File: src/rtl/seq_mult_param.sv
// Parametrised sequential shift-add multiplier with start/busy/done handshake.
// Signed mode multiplies magnitudes and negates the product when the operand signs differ.
module seq_mult_param #(
  parameter int unsigned WIDTH     = 8,
  parameter bit          SIGNED_EN = 1'b1
) (
  input  logic               clk,
  input  logic               rst,
  input  logic               start,
  input  logic               signed_mode,
  input  logic [WIDTH-1:0]   multiplicand,
  input  logic [WIDTH-1:0]   multiplier,
  output logic               busy,
  output logic               done,
  output logic [2*WIDTH-1:0] product
);

  localparam int unsigned CntW = $clog2(WIDTH);
  localparam logic [CntW-1:0] CntLast = CntW'(WIDTH - 1);

  typedef enum logic [2:0] {StIdle, StLoad, StAdd, StShift, StDone} state_e;

  state_e             state_q, state_d;
  logic [WIDTH-1:0]   md_q, md_d;
  logic [WIDTH-1:0]   mr_q, mr_d;
  logic               sgn_q, sgn_d;
  logic               neg_q, neg_d;
  logic [2*WIDTH:0]   acc_q, acc_d;
  logic [CntW-1:0]    cnt_q, cnt_d;
  logic [2*WIDTH-1:0] product_q, product_d;

  logic [WIDTH-1:0]   md_mag, mr_mag;
  logic [2*WIDTH:0]   acc_shr;
  logic [CntW-1:0]    cnt_inc;

  // In LOAD, md_q/mr_q still hold the raw captured operands.
  assign md_mag  = (sgn_q && md_q[WIDTH-1]) ? -md_q : md_q;
  assign mr_mag  = (sgn_q && mr_q[WIDTH-1]) ? -mr_q : mr_q;
  assign acc_shr = acc_q >> 1;
  assign cnt_inc = cnt_q + 1'b1;

  always_comb begin
    state_d   = state_q;
    md_d      = md_q;
    mr_d      = mr_q;
    sgn_d     = sgn_q;
    neg_d     = neg_q;
    acc_d     = acc_q;
    cnt_d     = cnt_q;
    product_d = product_q;
    unique case (state_q)
      StIdle: begin
        if (start) begin
          md_d    = multiplicand;
          mr_d    = multiplier;
          sgn_d   = signed_mode & SIGNED_EN;
          state_d = StLoad;
        end
      end
      StLoad: begin
        md_d    = md_mag;
        mr_d    = mr_mag;
        neg_d   = sgn_q & (md_q[WIDTH-1] ^ mr_q[WIDTH-1]);
        acc_d   = '0;
        cnt_d   = '0;
        state_d = mr_mag[0] ? StAdd : StShift;
      end
      StAdd: begin
        acc_d[2*WIDTH:WIDTH] = acc_q[2*WIDTH:WIDTH] + {1'b0, md_q};
        state_d              = StShift;
      end
      StShift: begin
        acc_d = acc_shr;
        if (cnt_q == CntLast) begin
          // Product is registered on entry to DONE so it is valid alongside done.
          product_d = neg_q ? -acc_shr[2*WIDTH-1:0] : acc_shr[2*WIDTH-1:0];
          state_d   = StDone;
        end else begin
          cnt_d   = cnt_inc;
          state_d = mr_q[cnt_inc] ? StAdd : StShift;
        end
      end
      StDone: begin
        state_d = StIdle;
      end
      default: begin
        state_d = StIdle;
      end
    endcase
  end

  always_ff @(posedge clk) begin
    if (rst) begin
      state_q   <= StIdle;
      md_q      <= '0;
      mr_q      <= '0;
      sgn_q     <= 1'b0;
      neg_q     <= 1'b0;
      acc_q     <= '0;
      cnt_q     <= '0;
      product_q <= '0;
    end else begin
      state_q   <= state_d;
      md_q      <= md_d;
      mr_q      <= mr_d;
      sgn_q     <= sgn_d;
      neg_q     <= neg_d;
      acc_q     <= acc_d;
      cnt_q     <= cnt_d;
      product_q <= product_d;
    end
  end

  assign busy    = (state_q != StIdle);
  assign done    = (state_q == StDone);
  assign product = product_q;

endmodule

File: config.mk
export PLATFORM = sky130hd
export DESIGN_NAME = seq_mult_param
export DESIGN_NICKNAME = d
export VERILOG_FILES = /design/src/rtl/seq_mult_param.sv
export SDC_FILE = /design/constraint.sdc
export NUM_CORES = 1
export LEC_CHECK = 0
export BUFFER_PORTS_ARGS = -buffer_cell sky130_fd_sc_hd__buf_2
export CAP_MARGIN = 20
export CELL_PAD_IN_SITES_DETAIL_PLACEMENT = 0
export CELL_PAD_IN_SITES_GLOBAL_PLACEMENT = 2
export CORE_MARGIN = 5
export CORE_UTILIZATION = 35
export DETAILED_ROUTE_END_ITERATION = 8
export PLACE_DENSITY_LB_ADDON = 0.1
export SETUP_SLACK_MARGIN = 0.5
export SLEW_MARGIN = 20
export SYNTH_ARGS = -nofsm -noshare
export SYNTH_HDL_FRONTEND = slang
export SYNTH_SLANG_ARGS = --single-unit
File: constraint.sdc
create_clock -name clk -period 2.88 [get_ports clk]
set_clock_uncertainty 0.15 [all_clocks]
set_input_delay 0.144 -clock clk [delete_from_list [all_inputs] [get_ports clk]]
set_output_delay 0.144 -clock clk [all_outputs]
set_load 0.02 [all_outputs]
Yosys cells after proc, flatten, opt, wreduce, memory -nomap -nowiden. Cells that the tools add are included.

Flip-flop bits (word level): 57. Input bits: 20. Output and inout port bits: 18.

Bitwise gates (word level): 2. Add/subtract/negate cells: 5. Muxes and demuxes: 18. Magnitude comparators: 1. Reductions and logical operators: 13. Equality and inequality tests: 9.

Operator list (count): case mux 8 bit (2 select lines) (3); 2-to-1 mux 8 bit (4); case mux 9 bit (3 select lines) (1); 2-to-1 mux 16 bit (1); negator 16 bit (1); negator 8 bit (2); case mux 3 bit (4 select lines) (1); adder 9 x 8 -> 9 bit (1); 2-to-1 mux 3 bit (3); != test 2 bit, second input constant (4); AND reduction 2 bit (4); equality test 3 x 2 -> 1 bit, second input constant (2); equality test 3 bit, second input constant (2); case mux 3 bit (2 select lines) (1); AND reduction 3 bit (2); nonzero test 3 bit (2); < comparator 3 x 4 -> 1 bit, second input constant (1); nonzero test 2 bit (2); adder 3 x 1 -> 3 bit, second input constant (1); binary-select mux 1 bit (select 3 bit) (1); equality test 3 x 1 -> 1 bit, second input constant (1); zero test 3 bit (1); 2-to-1 mux 1 bit (3); logical AND 1 bit (2); other kinds (2) (2).

Logic depth before layout (Yosys ltp). Gate-level depths: netlist of the first run.

Word-level depth: 6. Depth in mapped cells: 7. Gate-level depth less buffers: 7.

Worst setup path after synthesis of the first run. Ideal clock, no wire load.

Path type: reg-to-reg. Start: register state_q[1]. End: register mr_q[3]. Setup time: 0.132 ns. Stages on the path, launching flop included: 7. Clock period less this slack: 2.158 ns. Arrival time: 1.876 ns. Buffers on the path: 2. Slack: 0.722 ns. Cells stage by stage: dfxtp_1 -> clkbuf_1 -> or3b_2 -> clkbuf_1 -> or4b_2 -> a22oi_1 -> nor3_1.

Word-level cells in the longest chain between the ends: 3. Elaborated cells between the ends (all ways): 7. Classes of those cells: eq/ne (3); mux (1); reduce/logical (3).

RTL lines: start: declaration (RTL line 23) `state_e state_q, state_d;`; start signal: assignment (RTL line 94) `state_q <= StIdle;`; start signal: assignment (RTL line 103) `state_q <= state_d;`; equality test 3 x 1 -> 1 bit or zero test 3 bit (tied branches) (RTL line 51) `unique case (state_q)`; != test 2 bit (no source line) or nonzero test 2 bit (tied branches); AND reduction 3 bit (no source line); end signal: assignment (RTL line 105) `mr_q <= mr_d;`; end: declaration (RTL line 25) `logic [WIDTH-1:0] mr_q, mr_d;`.

Parallel ways exist; a longest one is shown, timed or not. A chain may end at the register's enable or synchronous reset.

Worst setup path after layout of the first run.
Start: register acc_q[8]. End: register product_q[13], in the netlist product[13].

Word-level cells in the longest chain between the ends: 2.

RTL lines: start: declaration (RTL line 28) `logic [2*WIDTH:0] acc_q, acc_d;`; start signal: assignment (RTL line 99) `acc_q <= '0;`; start signal: assignment (RTL line 108) `acc_q <= acc_d;`; negator 16 bit (RTL line 76) `product_d = neg_q ? -acc_shr[2*WIDTH-1:0] : acc_shr[2*WIDTH-1:0];`; 2-to-1 mux 16 bit (RTL line 76); end signal: assignment (RTL line 110) `product_q <= product_d;`; end: declaration (RTL line 30) `logic [2*WIDTH-1:0] product_q, product_d;`.

Every way passes these cells.

==> flow_metrics.tcl, run 1 <==
set metrics [dict create \
    status "completed" \
    fillCellCount 1048 \
    crit_top_cell "or4_1" \
    seq_area_mm2 0.00112 \
    coreArea_mm2 0.00964 \
    cts_sinks 56 \
    syn-instance-count 426 \
    p_per_area_mw_per_mm2 522 \
    rsz0062_at_grt "false" \
    yosysWarnings 0 \
    holdWs_ns 0.0156 \
    clk_latency_ns 0.31 \
    synth_edf_count 0 \
    ys_seq_area_share_pct 32.8 \
    drc 0 \
    dieArea_mm2 0.0118 \
    ys_dominant_reg_cell "dfxtp_1" \
    synth-seq-cells 56 \
    leakage_nw 1.54 \
    fin_crit_sh_pct 78.3 \
    critical_path_required_ns 2.99 \
    track_usage_pct 15.4 \
    period_needed_ns 2.25 \
    hold_path_class "in -> reg" \
    gp_congestion 0.762 \
    syn_to_final_growth_pct 15.3 \
    clockBufferDepth 2 \
    clkTransAtPathRegs_ns 0.10 \
    critical_path_class "reg -> reg" \
    tritoncts "done" \
    initial_core_util_pct 35.4 \
    fin_nets 492 \
    fin_ws_ns 0.626 \
    place_area_mm2 0.00374 \
    dpl.cell_count 577 \
    fin_area_mm2 0.00394 \
    vias_per_cell 5.39 \
    cts.repair.resized 0 \
    dp_slack_ns 0.649 \
    synth_area_mm2 0.00342 \
    critical_path.endpoint_type "flop" \
    finalPower_mw 2.06 \
    hold_buffers 7 \
    multiInputGateArea_mm2 0.00211 \
    synth.avg_cell_area_um2 8.02 \
    synthTopCellsByArea "dfxtp_1 (33%), a21oi_1 (4.8%), ha_1 (4.8%)" \
    die_height_um 109 \
    grt_pass1_wl_um 14900 \
    hold_viol 0 \
    ir_worst_vdd_uv 198 \
    startpoint_type "flop" \
    port_buffers 37 \
    ant_nets 0 \
    crit_fanout 8 \
    vias 3185 \
    timing.critical_path.cells "or4_4 -> or4_1 -> or4_1 -> nand3_1" \
    syn_nets 460 \
    post-cts-setup-buffer-count 0 \
    grt_overflow_total 0 \
    slew_viol_final 0 \
    post-route-util_pct 40.9 \
    crit_family "simple AND/OR/NAND/NOR gates" \
    routedWlPerCell_um 14.9 \
    fp.dieW_um 109 \
    arrival_ns 2.36 \
    diodes 0 \
    fmax_ghz 0.444 \
    worstMarginPinSlew_ns 0.675 \
    numCtsBuffers 5 \
    cts_max_level 2 \
    root_buffer "clkbuf_8" \
    grt_max_degree 60 \
    dp_hpwl_um 6370 \
    fp-row-count 36 \
    maxCapViolCount 0 \
    dr.pass1.iters 4 \
    synth_cell_type_count 55 \
    io-pin-count 38 \
    synth_top_cell_area_share_pct 32.8 \
    slowest_stage "or4_4" \
    drive_above_1_share_pct 15.9 \
    yosys.area.top_type "dfxtp_1" \
    tns_ns 0 \
    antenna_found_initial 0 \
    drt_wl_total_um 8830 \
    ys_async_sr_fraction_pct 0 \
    drt_iter0_markers 86 \
    crit_buf_inv 0 \
    slew_headroom_pct 55.0 \
    setup_viol 0 \
    first_global_vias 3072 \
    max_stage_delay_ns 0.58 \
    instances_no_fill 591 \
]
==> sequential cells by signal, indices dropped and copies added, names as in the netlist <==
register	cells
acc_q	16
product	16
md_q	8
mr_q	8
cnt_q	3
state_q	3
neg_q	1
sgn_q	1
==> area by class of cell <==
class                      count  share of cell area, %
clock buffer                   5                   1.75
timing repair buffer          56                   8.77
sequential                    56                   28.5
clock inverter                 2                   1.52
tap                          133                   4.22
multi-input combinational    322                   53.7
inverter                      17                   1.62
==> report_power, final <==
part	leakage (nW)	switching (mW)	internal [mW]
Combinational	1.02	0.317	0.236
Sequential	0.455	0.0751	0.823
Clock	0.0642	0.264	0.343
==> metal layers <==
layer / vias up / GRT usage [%] / wire [um]
li1: 1639 / - / -
met1: 1492 / 21.7 / 4470
met2: 50 / 24.8 / 3980
met3: 4 / 2.78 / 318
met4: 0 / 3.25 / 64
met5: - / 0 / 0
==> placed cells by master (no fill, tap or decap), types with 3 or more instances in the layout <==
master	synthesis	routed
buf_4	0	12
o21a_1	6	6
and2_0	3	3
a311oi_1	3	3
and3_1	5	5
o21ai_0	19	19
clkbuf_8	0	5
nand2_1	34	34
or3_1	8	8
nor3b_1	5	5
or3b_2	3	3
a31oi_1	7	7
nor4b_1	7	7
buf_2	1	37
a211oi_1	19	19
nor2b_1	4	4
a211o_1	7	7
dfxtp_1	56	56
a32oi_1	4	4
inv_1	17	17
o211ai_1	3	3
nand3_1	16	16
a22oi_1	7	7
mux2i_1	3	3
nor2_1	35	35
and2_1	4	4
xor2_1	11	11
dlygate4sd3_1	0	7
nor3_1	12	12
or4b_2	4	4
or4_1	4	4
nand2b_1	4	4
ha_1	13	13
o31ai_1	9	9
a21oi_1	33	33
==> logic make-up (layout without fill, tap and decap cells) <==
| kind of cell | count (synthesis) | in the layout | synth area share, % |
|---|---|---|---|
| and+or+nand+nor | 157 | 157 | 24.7 |
| AOI/OAI and AO/OA | 133 | 133 | 26.3 |
| DFF | 56 | 56 | 32.8 |
| buffers and inverters | 48 | 80 | 5.31 |
| adders and majority gates | 14 | 14 | 5.35 |
| xor gates and xnor gates | 13 | 13 | 3.33 |
| muxes | 5 | 5 | 2.20 |
==> worst reg2reg max path, cell delays in order (launching register included) <==
cell and delay (ns):
dfxtp_1 0.41, or4_4 0.58, or4_1 0.50, or4_1 0.48
nand3_1 0.09
==> final timing paths <==
check | from | endpoint | slack (ns) | cells past startpoint
setup reg to reg | acc_q[8]$_SDFFE_PP0P_ | product[13]$_SDFFE_PP0P_ | 0.63 | 4
hold reg to reg | product[0]$_SDFFE_PP0P_ | product[0]$_SDFFE_PP0P_ | 0.33 | 2
setup / recovery | acc_q[8]$_SDFFE_PP0P_ | product[13]$_SDFFE_PP0P_ | 0.63 | 4
hold / removal | multiplier[4] | mr_q[4]$_SDFFE_PP0P_ | 0.02 | 3
==> synthesized netlist by cell type, drive strengths merged, types with 8 or more instances <==
master / n
o21ai: 19
clkbuf: 26
or3: 8
nand2: 34
nand3: 16
a21oi: 33
o31ai: 9
dfxtp: 56
inv: 17
nor3: 12
ha: 13
nor2: 35
a211oi: 19
xor2: 11
Note: power is estimated with default switching activity, not from simulation.
==> inputs of run 2 (changes only) <==
Clock period 2.88 ns to 2.3 ns, I/O delays scaled along.
==> flow_metrics.tcl, run 2 (same netlist as run 1, synthesis figures left out) <==
set metrics [dict create \
    clockBufferDepth 2 \
    hold_viol 0 \
    dpl.cell_count 584 \
    reg2reg_slack_ns 0.22 \
    clkPwrFrac_pct 20.6 \
    timing.critical_path.cells "or4_4 -> or4_4 -> or4_4 -> nand3_2" \
    coreArea_mm2 0.00964 \
    hold_path_class "in -> reg" \
    drive_above_1_share_pct 41.3 \
    cts_sinks 56 \
    cp.depth 4 \
    arrival_ns 2.20 \
    fin_ws_ns 0.219 \
    slew_viol_final 0 \
    first_global_vias 3293 \
    rr_worst_depth 4 \
    endpoint "product[13]$_SDFFE_PP0P_" \
    layout_commonest_cell "buf_4" \
    fmax_ghz 0.481 \
    crit_fanout 3 \
    grt_pass1_wl_um 16200 \
    fp-row-count 36 \
    switching_share_pct 35.5 \
    seqPwrFrac_pct 39.8 \
    crit_top_cell "or4_4" \
    clkTransAtPathRegs_ns 0.11 \
    p_switching_mw 0.999 \
    critical_path.endpoint_type "flop" \
    max_stage_delay_ns 0.54 \
    vias 3435 \
    diodes 0 \
    instances_no_fill 649 \
    dp_slack_ns 0.194 \
    routedWlPerCell_um 15.4 \
    setup_viol 0 \
    reg2reg_to "product[13]$_SDFFE_PP0P_" \
    numCtsBuffers 5 \
    io-pin-count 38 \
    p_per_area_mw_per_mm2 568 \
    clk_latency_ns 0.32 \
    tritoncts "done" \
    critical_path_required_ns 2.42 \
    dieArea_mm2 0.0118 \
    p_int_mw 1.82 \
    min_from "multiplicand[4]" \
    period_needed_ns 2.08 \
    crit_family "simple AND/OR/NAND/NOR gates" \
    track_usage_pct 16.8 \
    r2r-start "acc_q[11]$_SDFFE_PP0P_" \
    status "completed" \
    startpoint_type "flop" \
    ant_nets 0 \
    die_height_um 109 \
    fin_area_mm2 0.00495 \
    drc 0 \
    grt_overflow_total 0 \
    dr.pass1.iters 4 \
    post-route-util_pct 51.4 \
    leakage_nw 1.87 \
    startpoint "acc_q[11]$_SDFFE_PP0P_" \
    tns_ns 0 \
    critical_path_class "reg -> reg" \
    fp.dieW_um 109 \
    final_cell_mix "buf_4 (45), buf_2 (37), nand2_1 (34)" \
    crit_buf_inv 0 \
    cts_max_level 2 \
    slew_headroom_pct 58.6 \
    worstMarginPinSlew_ns 0.621 \
    antenna_found_initial 0 \
    place_area_mm2 0.00387 \
    port_buffers 37 \
    drt_wl_total_um 9970 \
    vias_per_cell 5.29 \
    initial_core_util_pct 35.4 \
    rsz0062_at_grt "true" \
    ir_worst_vdd_uv 314 \
    root_buffer "clkbuf_8" \
    combinationalPowerShare_pct 39.6 \
    fin_crit_sh_pct 90.5 \
    fin_nets 549 \
    dp_hpwl_um 6620 \
    maxCapViolCount 0 \
    gp_congestion 0.814 \
    grt_max_degree 53 \
    slowest_stage "or4_4" \
    drt_iter0_markers 146 \
    syn_to_final_growth_pct 45.1 \
]
[run 2: changes by cell type in the layout (fill, tap and decap cells not counted), sizes merged]
cell,change
bufinv,-2
or3b,+1
inv,+2
dlygate4sd3,+5
buf,+51
clkinv,+1
[run 2: power by group through the flow]
stage               clock network, mW  logic, mW  registers, mW
global placement                    0      0.740           1.14
CTS                             0.604      0.948           1.12
global route                    0.639       1.22           1.13
detailed placement                  0      0.735           1.14
finish                          0.580       1.11           1.12
floorplan                           0      0.555           1.11
[run 2: what timing repair did]
action	CTS	global route
pin swaps	30	31
endpoints found under the setup margin	40	40
hold buffers	12	0
setup buffers	26	18
endpoints found under the hold margin	14	0
gates resized for setup	71	61
cloned	1	0
[run 2: per-stage QoR]
step | power, mW | hold WS (ns)
detailed placement | 1.88 | 0.220
global placement | 1.88 | 0.216
floorplan | 1.67 | 0.101
CTS | 2.67 | 0.0331
finish | 2.82 | 0.00973
global route | 2.99 | 0.0115
[run 2: cell type report]
type | count | area (um^2)
fillers | 965 | 4680
multi-input cells | 323 | 2590
flip-flops and latches | 56 | 1180
repair buffers | 112 | 867
well taps | 133 | 166
clock buffers | 5 | 68.8
inverters | 17 | 68.8
clock inverters | 3 | 20.0
[run 2: worst min-delay path: cells and delay by family]
family                 cells  cell delay [ns]
AOI/OAI and AO/OA          2             0.22
buffers and inverters      1             0.07
and+or+nand+nor            1             0.05
[run 2: worst min path at each step]
stage                           endpoint  depth (start not counted)
finish              md_q[4]$_SDFFE_PP0P_                          4
global route        md_q[4]$_SDFFE_PP0P_                          4
CTS                 mr_q[6]$_SDFFE_PP0P_                          3
detailed placement    sgn_q$_SDFFE_PP0P_                          3
global placement    mr_q[7]$_SDFFE_PP0P_                          3
floorplan             sgn_q$_SDFFE_PP0P_                          2
[run 2: layer usage]
| metal | vias up | GRT usage (%) | wire length, um |
|---|---|---|---|
| li1 | 1763 | - | - |
| met1 | 1616 | 22.6 | 4840 |
| met2 | 48 | 28.6 | 4730 |
| met3 | 8 | 2.25 | 297 |
| met4 | 0 | 3.79 | 97 |
| met5 | - | 0 | 0 |
